<file path="src/rtl/sync_timing_gen_pkg.sv">
// sync_timing_pkg: shared state encoding and default timing constants for sync_timing_gen.
//   Holds the FSM state type, the horizontal defaults used as the generator's
//   parameter defaults, and vertical defaults for a companion vertical instance.
package sync_timing_pkg;
    typedef logic [1:0] state_t;
    // The two-bit encoding is ordered so that +1 walks the phase sequence and
    // wraps from FRONTPORCH back to PULSE.
    localparam state_t PULSE      = 2'd0;
    localparam state_t BACKPORCH  = 2'd1;
    localparam state_t ACTIVE     = 2'd2;
    localparam state_t FRONTPORCH = 2'd3;
    localparam int H_PULSE_CYC = 384;
    localparam int H_BP_CYC    = 192;
    localparam int H_PIX_COUNT = 128;
    localparam int H_PIX_DIV   = 20;
    localparam int H_FP_CYC    = 64;
    localparam int V_PULSE_CYC = 2;
    localparam int V_BP_CYC    = 33;
    localparam int V_PIX_COUNT = 96;
    localparam int V_PIX_DIV   = 1;
    localparam int V_FP_CYC    = 10;
endpackage

</file>
<file path="src/rtl/sync_timing_gen_if.sv">
// sync_timing_gen_if: signal bundle between a timing generator and its consumer.
//   en         advance enable (consumer -> generator)
//   sync       sync pulse
//   blank      1 outside the active phase
//   pix_addr   current pixel/line index
//   period_end one-cycle strobe on the last enabled front-porch cycle
//   pix_addr_la next-edge pixel address, only with SYNC_TIMING_LOOKAHEAD_EN
interface sync_timing_gen_if #(
    parameter int PIX_W = 7
);
    logic             en;
    logic             sync;
    logic             blank;
    logic [PIX_W-1:0] pix_addr;
    logic             period_end;
`ifdef SYNC_TIMING_LOOKAHEAD_EN
    logic [PIX_W-1:0] pix_addr_la;
`endif
    modport master (
        input  en,
        output sync, blank, pix_addr, period_end
`ifdef SYNC_TIMING_LOOKAHEAD_EN
        , output pix_addr_la
`endif
    );
    modport slave (
        output en,
        input  sync, blank, pix_addr, period_end
`ifdef SYNC_TIMING_LOOKAHEAD_EN
        , input pix_addr_la
`endif
    );
endinterface

</file>
<file path="src/rtl/sync_timing_gen_phase_counter.sv">
// phase_counter: enable-gated up-counter that clears after reaching a programmable terminal value.
//   clk, reset  clock and synchronous active-high reset
//   en_i        count enable
//   term_i      terminal count (last value before wrap)
//   cnt_o       current count
//   wrap_o      high on the enabled cycle at the terminal count
module phase_counter #(
    parameter int W = 9
) (
    input  logic         clk,
    input  logic         reset,
    input  logic         en_i,
    input  logic [W-1:0] term_i,
    output logic [W-1:0] cnt_o,
    output logic         wrap_o
);
    logic [W-1:0] cnt_q, cnt_d;
    assign wrap_o = en_i && (cnt_q == term_i);
    assign cnt_d  = wrap_o ? '0 : en_i ? cnt_q + 1'b1 : cnt_q;
    assign cnt_o  = cnt_q;
    always_ff @(posedge clk) begin
        if (reset) cnt_q <= '0;
        else       cnt_q <= cnt_d;
    end
endmodule

</file>
<file path="src/rtl/sync_timing_gen.sv">
// sync_timing_gen: four-phase sync/blanking timing generator with pixel-address counter.
//   clk, reset  clock and synchronous active-high reset
//   bus.en      advance enable; all state holds while low
//   bus.sync    SYNC_POL during PULSE, inverted elsewhere
//   bus.blank   low only during ACTIVE
//   bus.pix_addr current pixel index, 0 outside ACTIVE
//   bus.period_end strobe on the last enabled FRONTPORCH cycle
//   bus.pix_addr_la next-edge pixel address when SYNC_TIMING_LOOKAHEAD_EN is defined
module sync_timing_gen
    import sync_timing_pkg::*;
#(
    parameter int   PULSE_CYC = H_PULSE_CYC,
    parameter int   BP_CYC    = H_BP_CYC,
    parameter int   PIX_COUNT = H_PIX_COUNT,
    parameter int   PIX_DIV   = H_PIX_DIV,
    parameter int   FP_CYC    = H_FP_CYC,
    parameter logic SYNC_POL  = 1'b0,
    parameter int   CNT_W     = 9,
    parameter int   PIX_W     = 7
) (
    input logic               clk,
    input logic               reset,
    sync_timing_gen_if.master bus
);
    state_t           state_q, state_d;
    logic [PIX_W-1:0] pix_q, pix_d, pix_nx;
    logic [CNT_W-1:0] cyc, term;
    logic             wrap, last_pix;
    // In ACTIVE the phase counter acts as the pixel divider.
    assign term = (state_q == PULSE)     ? CNT_W'(PULSE_CYC - 1) :
                  (state_q == BACKPORCH) ? CNT_W'(BP_CYC - 1) :
                  (state_q == ACTIVE)    ? CNT_W'(PIX_DIV - 1) :
                                           CNT_W'(FP_CYC - 1);
    phase_counter #(.W(CNT_W)) u_cyc (
        .clk    (clk),
        .reset  (reset),
        .en_i   (bus.en),
        .term_i (term),
        .cnt_o  (cyc),
        .wrap_o (wrap)
    );
    assign last_pix = (pix_q == PIX_W'(PIX_COUNT - 1));
    // Address after the next enabled edge, independent of en so it can also
    // serve as the look-ahead output.
    assign pix_nx  = (state_q == ACTIVE && cyc == term) ? (last_pix ? '0 : pix_q + 1'b1) : pix_q;
    assign pix_d   = bus.en ? pix_nx : pix_q;
    assign state_d = !wrap ? state_q : (state_q == ACTIVE && !last_pix) ? ACTIVE : state_t'(state_q + 2'd1);
    always_ff @(posedge clk) begin
        if (reset) begin
            state_q <= PULSE;
            pix_q   <= '0;
        end else begin
            state_q <= state_d;
            pix_q   <= pix_d;
        end
    end
    assign bus.sync       = (state_q == PULSE) ? SYNC_POL : ~SYNC_POL;
    assign bus.blank      = (state_q != ACTIVE);
    assign bus.pix_addr   = pix_q;
    assign bus.period_end = wrap && (state_q == FRONTPORCH);
`ifdef SYNC_TIMING_LOOKAHEAD_EN
    assign bus.pix_addr_la = pix_nx;
`endif
endmodule

</file>
<file path="src/flat_wrapper.sv">
// flat-port wrapper written by rule: the top's interface ports become plain ports
module sync_timing_gen_flat import sync_timing_pkg::*;
#(
    parameter int   PULSE_CYC = H_PULSE_CYC,
    parameter int   BP_CYC    = H_BP_CYC,
    parameter int   PIX_COUNT = H_PIX_COUNT,
    parameter int   PIX_DIV   = H_PIX_DIV,
    parameter int   FP_CYC    = H_FP_CYC,
    parameter logic SYNC_POL  = 1'b0,
    parameter int   CNT_W     = 9,
    parameter int   PIX_W     = 7
)
  (clk, reset, bus_en, bus_sync, bus_blank, bus_pix_addr, bus_period_end);
  sync_timing_gen_if #(.PIX_W(PIX_W)) bus_i ();
  input logic clk;
  input logic reset;
  input wire logic [$bits(bus_i.en)-1:0] bus_en;
  output wire logic [$bits(bus_i.sync)-1:0] bus_sync;
  output wire logic [$bits(bus_i.blank)-1:0] bus_blank;
  output wire logic [$bits(bus_i.pix_addr)-1:0] bus_pix_addr;
  output wire logic [$bits(bus_i.period_end)-1:0] bus_period_end;
  assign bus_i.en = bus_en;
  assign bus_sync = bus_i.sync;
  assign bus_blank = bus_i.blank;
  assign bus_pix_addr = bus_i.pix_addr;
  assign bus_period_end = bus_i.period_end;
  sync_timing_gen #(.PULSE_CYC(PULSE_CYC), .BP_CYC(BP_CYC), .PIX_COUNT(PIX_COUNT), .PIX_DIV(PIX_DIV), .FP_CYC(FP_CYC), .SYNC_POL(SYNC_POL), .CNT_W(CNT_W), .PIX_W(PIX_W)) u_core (.clk(clk), .reset(reset), .bus(bus_i));
endmodule
</file>
<file path="config.mk">
export PLATFORM = sky130hd
export DESIGN_NAME = sync_timing_gen_flat
export DESIGN_NICKNAME = d
export VERILOG_FILES = /design/src/rtl/sync_timing_gen_pkg.sv /design/src/rtl/sync_timing_gen_if.sv /design/src/rtl/sync_timing_gen_phase_counter.sv /design/src/rtl/sync_timing_gen.sv /design/src/flat_wrapper.sv
export SDC_FILE = /design/constraint.sdc
export NUM_CORES = 1
export LEC_CHECK = 0
export CAP_MARGIN = 20
export CORE_MARGIN = 3
export CORE_UTILIZATION = 30
export CTS_BUF_LIST = sky130_fd_sc_hd__clkbuf_16
export DETAILED_ROUTE_END_ITERATION = 6
export GPL_TIMING_DRIVEN = 0
export PLACE_DENSITY_LB_ADDON = 0.3
export SETUP_SLACK_MARGIN = 0.4
export SYNTH_ARGS = -nofsm -noshare
export SYNTH_HDL_FRONTEND = slang
export SYNTH_SLANG_ARGS = --single-unit
export TNS_END_PERCENT = 100
</file>
<file path="constraint.sdc">
create_clock -name clk -period 2.2 [get_ports clk]
set_input_delay 0.44 -clock clk [delete_from_list [all_inputs] [get_ports clk]]
set_output_delay 0.44 -clock clk [all_outputs]
set_load 0.01 [all_outputs]
</file>
==> impl_metrics.csv <==
group,metric,value,unit
outcome,status,"finished, final reports clean",
worst_hold_path,hp-class,"flip-flop to flip-flop",
sta,worst_pin_slew,0.460,ns
yosys,synth.area.top_cells,"dfxtp_1 37%, ha_1 7.8%, xor2_1 5.5%",
yosys,syn-num-nets,119,
cts,cts_root_buf,"clkbuf_16",
cells_and_area,num-fill-cells,288,
critical_path,crit_path_max_fanout,5,
sta,rsz0062_at_grt,"yes",
critical_path,cp.arrival,2.28,ns
place,placed_cells,162,
yosys,ys_async_sr_fraction,0,%
yosys,yosysUniqueCellTypes,31,
sta,post-route-period-util,95.5,%
floorplanning,core_area,2900,um^2
yosys,ys_ff_latch,18,
yosys,yosysSeqAreaShare,37.4,%
floorplanning,die_w,62.7,um
cells_and_area,drive_gt1_share,27.6,%
yosys,synth_area_per_cell,8.76,um^2
cells_and_area,layout_common_cells,"14 x dfxtp_1, 13 x nor2_1",
place,port_buffers,10,
detailed_routing,ant_nets,0,
sta,fin_crit,2.10,ns
sta,final-setup-viol-count,0,
cts,htree_levels,1,
sta,holdWs,0.513,ns
floorplanning,start_util,33.2,%
sta,hold_viol,0,
sta,fin_skew,0.00566,ns
global_route,gr-total-overflow,0,
pwr,p_leak,0.000480,uW
detailed_routing,wire_per_inst,13.5,um
critical_path,critPathCaptureType,"flip-flop",
cts,clock_latency,0.25,ns
sta,fmax,0.476,GHz
global_route,track_usage,12.7,%
yosys,synth_top_area_share,37.4,%
detailed_routing,drt-vias-per-instance,5.11,
cts,cts_made_buffers,3,
yosys,synthFlopType,"dfxtp_1",
detailed_routing,drt_iter0_drc,25,
yosys,syn-cell-area,963,um^2
sta,slew_viol_final,0,
yosys,synth_edf_count,0,
detailed_routing,drc_errors,0,
critical_path,path_class,"flip-flop to flip-flop",
cts,cts_tree,"done",
cells_and_area,instances_no_fill,176,
floorplanning,fp-row-count,19,
cells_and_area,final_cell_area,1360,um^2
global_route,grt_max_degree,11,
pwr,power_density,535,nW/um^2
detailed_routing,wirelength,2380,um
flow_run,cap_violations,0,
global_route,grt_antenna_before_repair,0,
critical_path,critical-path-max-stage-delay,0.46,ns
critical_path,start_kind,"flip-flop",
cts,cts.path.max_buffers,2,
critical_path,critPathSlowestCell,"or4b_4",
global_route,grt_pass1_vias,883,
global_route,grt_use_met2,21.3,%
floorplanning,io-pin-count,13,
yosys,synth_area_leader_cell,"dfxtp_1",
yosys,syn_inst,110,
cts,clk_pin_slew,0.05,ns
global_route,use_met3,3.96,%
floorplanning,die_area,3930,um^2
place,gp_congestion,0.754,
cts,cts_sinks,18,
sta,max_slew_margin,69.4,%
place,placed_area,1140,um^2
global_route,grtUsageMet1,15.7,%
cells_and_area,final_common_cell,"dfxtp_1",
cells_and_area,layout.nets,144,
cells_and_area,areaGrowthSynthToFinish,41.4,%
critical_path,critPathRequiredTime,2.38,ns
global_route,grt_pass1_wl,4100,um
place,hpwl,1420,um
detailed_routing,drtPass1Iterations,4,
yosys,synth_warnings,0,
cts,postCtsHoldBufs,0,
cells_and_area,diodes,0,
detailed_routing,num_vias,900,
global_route,busiest_layer,"met2",
critical_path,crit_chain,"inv_4, ha_4, or4b_4, a2111o_1, buf_6, or3_1, a21oi_1",
floorplanning,die_height,62.7,um
pwr,peakVddDrop,430,uV
## per-stage QoR
step	power, uW	utilization [%]	setup WS [ns]	setup TNS (ns)
after floorplan	357	-	0.237	0
after global placement	362	39.4	-0.199	-0.199
after detailed placement	363	39.4	-0.233	-0.233
after CTS	733	45.3	0.0878	0
after global routing	762	47.0	-0.0128	-0.0128
final	729	47.0	0.0987	0
## sequential cells by signal, indices dropped and copies added, names as in the netlist
| name | count |
|---|---|
| u_core.bus.pix_addr | 7 |
| u_core.state_q | 2 |
| u_core.u_cyc.cnt_o | 9 |
## where the power goes
part           switching [uW]  leakage (uW)  total [uW]  internal [uW]
Combinational            14.5      0.000293        22.9           8.41
Clock                     130     0.0000385         372            242
Sequential               5.76      0.000148         334            328
## metal layers
metal | vias up | wire, um
met2 | 17 | 1200
met1 | 425 | 1070
met3 | 4 | 89
met4 | 0 | 19
met5 | - | 0
li1 | 454 | -
## final timing paths
check | startpoint | to | slack [ns] | depth (start not counted)
worst max-delay path | u_core.state_q[0] | u_core.bus.pix_addr[2] | 0.1 | 7
worst min register to register | u_core.bus.pix_addr[5] | u_core.bus.pix_addr[5] | 0.51 | 2
worst min-delay path | u_core.bus.pix_addr[5] | u_core.bus.pix_addr[5] | 0.51 | 2
worst max register to register | u_core.state_q[0] | u_core.bus.pix_addr[2] | 0.1 | 7
## final cells by class
cell class / instances / area (um^2) / area share (%)
Clock inverter: 1 / 3.75 / 0.275
Timing Repair Buffer: 19 / 158 / 11.6
Clock buffer: 3 / 75.1 / 5.51
Tap cell: 42 / 52.6 / 3.86
Sequential cell: 18 / 370 / 27.2
Inverter: 7 / 31.3 / 2.30
Multi-Input combinational cell: 83 / 653 / 47.9
Buffer: 3 / 18.8 / 1.38
## synth_stat cells (all sizes together), types with 3 or more instances
cell and instances:
xnor2 3, nor2 13, ha 6, inv 7
dfxtp 18, nand3 7, o21ai 5, nand2 4
or4 4, nand4 6, a21oi 8, o31ai 3
xor2 6
## critical path, delay by kind of cell (launching register included)
family,cells,cell delay [ns]
simple gates,2,0.76
fa+ha+maj,1,0.13
flops,1,0.35
compound gates,2,0.55
buf+inv,2,0.24
## kinds of logic after synthesis
kind of cell             Yosys count  share of synthesized area (%)
AND/OR/NAND/NOR                   42                           24.3
AO/OA/AOI/OAI                     23                           15.6
multiplexers                       2                           2.08
flip-flops                        18                           37.4
adder cells (fa/ha/maj)            6                           7.79
XOR/XNOR                           9                           8.18
buffers and inverters             10                           4.68
## what timing repair did
action | in CTS | in global routing
endpoints found under the setup margin | 20 | 19
pin swaps | 6 | 2
buffers inserted | 7 | 1
gates cloned | 1 | 1
resized for setup | 15 | 10
(Power assumes the default switching activity.)
